## src/rtl/print_uart_pkg.sv

```systemverilog
// print_uart_pkg: shared types and field positions for the console UART transmitter
package print_uart_pkg;
  typedef enum logic [1:0] {IDLE, START, DATA, STOP} state_t;
  localparam int UART_DATA_BITS = 8;
  localparam int PRINT_W = 49;
  localparam int PRINT_VALID_BIT = 48;
  localparam int PRINT_CHAR_LSB = 0;
endpackage

```

## src/rtl/print_char_fifo.sv

```systemverilog
// print_char_fifo: first-word fall-through sync FIFO (push/din, pop/dout, full, empty, level)
module print_char_fifo #(
  parameter int WIDTH = 8,
  parameter int DEPTH = 16
) (
  input  logic                       clk,
  input  logic                       resetn,
  input  logic                       push,
  input  logic [WIDTH-1:0]           din,
  input  logic                       pop,
  output logic [WIDTH-1:0]           dout,
  output logic                       full,
  output logic                       empty,
  output logic [$clog2(DEPTH):0]     level
);
  localparam int AW = $clog2(DEPTH);
  logic [WIDTH-1:0] mem [DEPTH];
  logic [AW:0] wr_q, wr_d, rd_q, rd_d;
  logic do_push, do_pop;
  assign empty = wr_q == rd_q;
  assign full = (wr_q[AW] != rd_q[AW]) && (wr_q[AW-1:0] == rd_q[AW-1:0]);
  assign level = wr_q - rd_q;
  assign dout = mem[rd_q[AW-1:0]];
  // a push into a full FIFO still lands when the head leaves on the same edge
  assign do_push = push && (!full || pop);
  assign do_pop = pop && !empty;
  always_comb begin
    wr_d = do_push ? wr_q + 1'b1 : wr_q;
    rd_d = do_pop ? rd_q + 1'b1 : rd_q;
  end
  always_ff @(posedge clk or negedge resetn)
    if (!resetn) begin
      wr_q <= '0;
      rd_q <= '0;
    end else begin
      wr_q <= wr_d;
      rd_q <= rd_d;
    end
  always_ff @(posedge clk)
    if (do_push) mem[wr_q[AW-1:0]] <= din;
endmodule

```

## src/rtl/print_uart_tx.sv

```systemverilog
// print_uart_tx: buffers strobed console characters and sends them as 8N1 UART frames (clk, resetn, print_in -> uart_tx, busy, fifo_level, overflow)
module print_uart_tx
  import print_uart_pkg::*;
#(
  parameter int CLK_DIV = 868,
  parameter int FIFO_DEPTH = 16,
  parameter int FIFO_AW = $clog2(FIFO_DEPTH)
) (
  input  logic               clk,
  input  logic               resetn,
  input  logic [PRINT_W-1:0] print_in,
  output logic               uart_tx,
  output logic               busy,
  output logic [FIFO_AW:0]   fifo_level,
  output logic               overflow
);
  localparam int BW = $clog2(CLK_DIV);
  localparam logic [BW-1:0] BAUD_MAX = BW'(CLK_DIV - 1);
  state_t state_q, state_d;
  logic [BW-1:0] baud_q, baud_d;
  logic [2:0] bit_q, bit_d;
  logic [UART_DATA_BITS-1:0] shift_q, shift_d, head;
  logic tx_q, tx_d, overflow_q, overflow_d;
  logic push, pop, full, empty, expire, unused_print;
  assign push = print_in[PRINT_VALID_BIT];
  assign unused_print = ^print_in[PRINT_VALID_BIT-1:PRINT_CHAR_LSB+UART_DATA_BITS];
  assign expire = baud_q == '0;
  print_char_fifo #(.WIDTH(UART_DATA_BITS), .DEPTH(FIFO_DEPTH)) u_fifo (
    .clk(clk), .resetn(resetn), .push(push), .din(print_in[PRINT_CHAR_LSB +: UART_DATA_BITS]),
    .pop(pop), .dout(head), .full(full), .empty(empty), .level(fifo_level)
  );
  always_comb begin
    state_d = state_q;
    baud_d = state_q == IDLE ? baud_q : (expire ? BAUD_MAX : baud_q - 1'b1);
    bit_d = bit_q;
    shift_d = shift_q;
    tx_d = tx_q;
    // a new frame starts from idle, or straight out of an expiring stop bit
    pop = !empty && (state_q == IDLE || (state_q == STOP && expire));
    case (state_q)
      START: if (expire) begin
        state_d = DATA;
        bit_d = '0;
        tx_d = shift_q[0];
      end
      DATA: if (expire) begin
        state_d = bit_q == 3'd7 ? STOP : DATA;
        bit_d = bit_q + 3'd1;
        shift_d = shift_q >> 1;
        tx_d = bit_q == 3'd7 ? 1'b1 : shift_q[1];
      end
      STOP: if (expire && empty) state_d = IDLE;
      default: ;
    endcase
    if (pop) begin
      state_d = START;
      shift_d = head;
      baud_d = BAUD_MAX;
      tx_d = 1'b0;
    end
    overflow_d = overflow_q || (push && full && !pop);
  end
  always_ff @(posedge clk or negedge resetn)
    if (!resetn) begin
      state_q <= IDLE;
      baud_q <= '0;
      bit_q <= '0;
      shift_q <= '0;
      tx_q <= 1'b1;
      overflow_q <= 1'b0;
    end else begin
      state_q <= state_d;
      baud_q <= baud_d;
      bit_q <= bit_d;
      shift_q <= shift_d;
      tx_q <= tx_d;
      overflow_q <= overflow_d;
    end
  assign uart_tx = tx_q;
  assign overflow = overflow_q;
  assign busy = state_q != IDLE || fifo_level != '0;
endmodule

```

## config.mk

```make
export PLATFORM = sky130hd
export DESIGN_NAME = print_uart_tx
export DESIGN_NICKNAME = d
export VERILOG_FILES = /design/src/rtl/print_uart_pkg.sv /design/src/rtl/print_char_fifo.sv /design/src/rtl/print_uart_tx.sv
export SDC_FILE = /design/constraint.sdc
export NUM_CORES = 1
export LEC_CHECK = 0
export ABC_AREA = 1
export BUFFER_PORTS_ARGS = -buffer_cell sky130_fd_sc_hd__clkbuf_2
export CORE_MARGIN = 2
export CORE_UTILIZATION = 60
export DETAILED_ROUTE_END_ITERATION = 10
export GPL_TIMING_DRIVEN = 0
export HOLD_SLACK_MARGIN = 0.08
export PLACE_DENSITY_LB_ADDON = 0.12
export RECOVER_POWER = 100
export SETUP_SLACK_MARGIN = 0.5
export SYNTH_ARGS = -nofsm -noshare
export SYNTH_HDL_FRONTEND = slang
export SYNTH_SLANG_ARGS = --single-unit
```

## constraint.sdc

```tcl
create_clock -name clk -period 3.1 [get_ports clk]
set_input_delay 0.465 -clock clk [delete_from_list [all_inputs] [get_ports clk]]
set_output_delay 0.465 -clock clk [all_outputs]
set_load 0.01 [all_outputs]
```

==> results.md <==
- Run status: complete, but fails checks
- Violated checks: capacitance limit, slew limit
- Syn Area/Cell: just under 10 sq um
- Synth cell types: 38
- Final setup vio count: 0
- Pre-antenna DRT Iters: 5
- Syn nets: around 860
- F_max: about 0.37 GHz
- RSZ-0062 raised after global routing: yes
- Gr usage total: 0.266
- Leakage power: around 3.7 nW
- Hold WC Path Type: in2reg
- Longest Clk Path Bufs: 2
- H-Tree Depth: 4
- Layout fillers: between 900 and 1,000
- Top Ports: 59
- Final setup skew: 0.00534 ns
- Main flop type after synthesis: edfxtp_1
- Total Power: 8.18 mW
- Synthesized area: between 7000 and 8000 sq um
- Gpl congestion: slightly below 0.9
- Max VDD drop: roughly 540 uV
- Critical path arrival: roughly 2.8 ns
- Port Buf Inserts: 18
- Post-DP HPWL: roughly 12,000 microns
- Sequential fraction of design power: 0.349
- Max Cap Viol: 1
- Worst Hold Depth: 3
- ANT nets after route: 0
- Chip height: around 120 microns
- Clk Latency, worst-skew pair: about 0.42 ns
- Final Critical Period: roughly 2.7 ns
- Row Count: 41
- Reg clk slew, reported paths: ~0.06 ns
- Sw power: about 3.3 mW
- Most frequent cells in the layout: 323 x nand2_1, 128 x edfxtp_1, 82 x nand3_1
- Commonest non-fill, non-tap cell in the layout: nand2_1
- Post-synthesis sequential element count: ~160
- Layout cells sized above 1: 0.117
- Hold_sp: print_in[48]
- Initial Util: 0.613
- Hold-fix buffers at CTS: 0
- Fin. Hold Viols: 0
- N_diodes: 0
- WL final: ~17,000 microns
- TritonCTS Buffers: 17
- CP startpoint kind: flop
- Register Area: between 4000 and 5000 sq um
- Crit. End Element: flop
- Vias/cell: 5.39
- Reg2Reg Depth: 11
- WS Path Type: reg2reg
- Slew @ Worst Pin: approximately 1.8 ns
- WHS Endpoint: u_fifo.wr_q[4]$_DFFE_PN0P_
- Area growth from synthesis to layout: 11.8%
- DR iter-0 viols: about 420
- Final cycle utilization of the critical path: 0.879
- Post-synthesis cell count: 793
- Async set or reset register ratio after synthesis: 0.215
- EDFF count, synth: approximately 130
- Sequential-to-total area share from yosys stat: 0.613
- DRC: 0
- Setup TNS: 0 ns
- Worst R2R Setup Slack: 0.37 ns
- P_int: between 4 and 5 mW
- Crit Path Max Fanout: 10
- Sw Ratio: 0.401
- Clock Sinks: between 150 and 200
- Reg2Reg Launch Point: u_fifo.rd_q[3]$_DFFE_PN0P_
- Die X: ~120 microns
- CTS tree: yes
- Area occupied by multi-input gates: 2560 sq um
- Vias in the first global route: ~5,400
- Reg-to-Reg End: u_fifo.mem[6][0]$_DFFE_PP_
- Synth warn: 0
- Global-route wire length before repair: between 20,000 and 30,000 microns
- Nets: 900
- Comb pwr share: 0.404
- Root Driver: clkbuf_16
- Data required, critical path: 3.17 ns
- Max transition margin: -0.230
- DR vias: between 5,000 and 6,000
- Power Density: between 900 and 1000 nW/um^2
- Slew Limit Fails: 36
- Initial antenna violation count: 0
- Clk pwr share: 0.248
- DIE AREA: about 14,000 sq um
- GRT overflow: 0
- Drt wl/cell: between 15 and 20 microns
- Largest net degree at the start of global routing: 36
- Core area: ~13,000 sq um
-- flip-flops by register name, indices dropped and copies added (netlist names), 2 cells and up --
name / cells
u_fifo.mem: 128
state_q: 2
shift_q: 8
u_fifo.wr_q: 5
bit_q: 3
u_fifo.rd_q: 5
baud_q: 10
-- power groups by stage --
stage | logic (mW) | registers [mW] | clock network (mW)
after CTS | 3.32 | 2.85 | 2.04
after global routing | 3.71 | 2.88 | 2.12
after global placement | 3.13 | 2.88 | 0
after detailed placement | 3.24 | 2.89 | 0
after floorplan | 2.34 | 2.85 | 0
final | 3.30 | 2.85 | 2.03
-- metal layers --
metal  vias to the layer above  routed length [microns]  global-route usage
li1                       2646                        -                   -
met1                      2619                     6880               0.336
met3                        44                      912              0.0479
met2                       169                     8560               0.449
met4                         0                      571               0.122
met5                         -                        0                   0
-- cell families (layout without fill, tap and decap cells) --
kind of cell,after synthesis,count (layout),synth area share
flops,163,163,0.613
buf+inv,103,155,0.0569
simple gates,473,473,0.268
compound gates,25,25,0.0188
xor+xnor,12,12,0.0146
fa+ha+maj,17,17,0.0286
-- synthesized netlist by cell type (2+ instances only) --
| cell | instances | share of area |
|---|---|---|
| dfrtp_1 | 34 | 0.11 |
| nor2_4 | 3 | 0.0044 |
| nand2_1 | 320 | 0.16 |
| nor3_1 | 2 | 0.0013 |
| buf_2 | 14 | 0.0091 |
| o21ai_0 | 14 | 0.0091 |
| clkbuf_1 | 8 | 0.0039 |
| xor2_1 | 10 | 0.011 |
| nand2_2 | 7 | 0.0057 |
| inv_2 | 8 | 0.0039 |
| nor3_2 | 2 | 0.0026 |
| buf_6 | 2 | 0.0029 |
| nor2_2 | 18 | 0.015 |
| nor2_1 | 24 | 0.012 |
| nand2_4 | 5 | 0.0073 |
| inv_1 | 66 | 0.032 |
| edfxtp_1 | 128 | 0.50 |
| ha_1 | 16 | 0.026 |
| or2_1 | 2 | 0.0016 |
| a21oi_1 | 4 | 0.0026 |
| nand4_1 | 2 | 0.0016 |
| o21ai_1 | 3 | 0.0019 |
| buf_1 | 3 | 0.0015 |
| nand3_1 | 83 | 0.054 |
| nor4_1 | 2 | 0.0016 |
-- area by class of cell --
cell class,instances,area share
plain buffers,28,0.0192
clock buffers,19,0.0503
clock inverters,13,0.0157
inverters,75,0.0334
multi-input cells,527,0.298
flip-flops and latches,163,0.549
well taps,172,0.0250
repair buffers,20,0.0100
-- how the worst max path moves through the flow --
stage                                     from                     endpoint  cells past startpoint
finish              u_fifo.rd_q[3]$_DFFE_PN0P_   u_fifo.mem[6][0]$_DFFE_PP_                     11
global route        u_fifo.rd_q[3]$_DFFE_PN0P_   u_fifo.mem[6][0]$_DFFE_PP_                     11
CTS                 u_fifo.wr_q[0]$_DFFE_PN0P_                         busy                     10
detailed placement  u_fifo.rd_q[1]$_DFFE_PN0P_  u_fifo.mem[15][1]$_DFFE_PP_                     11
global placement    u_fifo.rd_q[1]$_DFFE_PN0P_   u_fifo.mem[8][2]$_DFFE_PP_                     11
floorplan           u_fifo.rd_q[1]$_DFFE_PN0P_  u_fifo.mem[15][0]$_DFFE_PP_                     11
-- worst max-delay path: stages (launching register included) --
cell and delay [ns]:
dfrtp_1 0.36, inv_2 0.06, clkbuf_8 0.16, ha_1 0.37
nand2_1 0.13, nor2_1 0.05, nand2_1 0.25, nand2_8 0.12
nand2_4 0.10, nand2_1 0.14, buf_6 0.21, nor2_2 0.39
-- metrics by stage --
stage / setup slack, ns / hold slack [ns] / instances / util / area [sq um]
after floorplan: 0.794 / 0.169 / 793 / - / 7700
after global placement: 0.234 / 0.459 / 983 / 0.637 / 8010
after detailed placement: 0.152 / 0.470 / 983 / 0.637 / 8010
after CTS: 0.502 / 0.175 / 1017 / 0.685 / 8610
after global routing: 0.237 / 0.373 / 1017 / 0.685 / 8610
final: 0.375 / 0.363 / 1017 / 0.685 / 8610
-- repair_timing --
item	in CTS	in global routing
gates resized for setup	11	16
buffers inserted	2	0
cloned	0	0
endpoints found under the setup margin	133	101
pin swaps	0	0
hold endpoints to repair	0	0
Note: power is estimated with default switching activity, not from simulation.
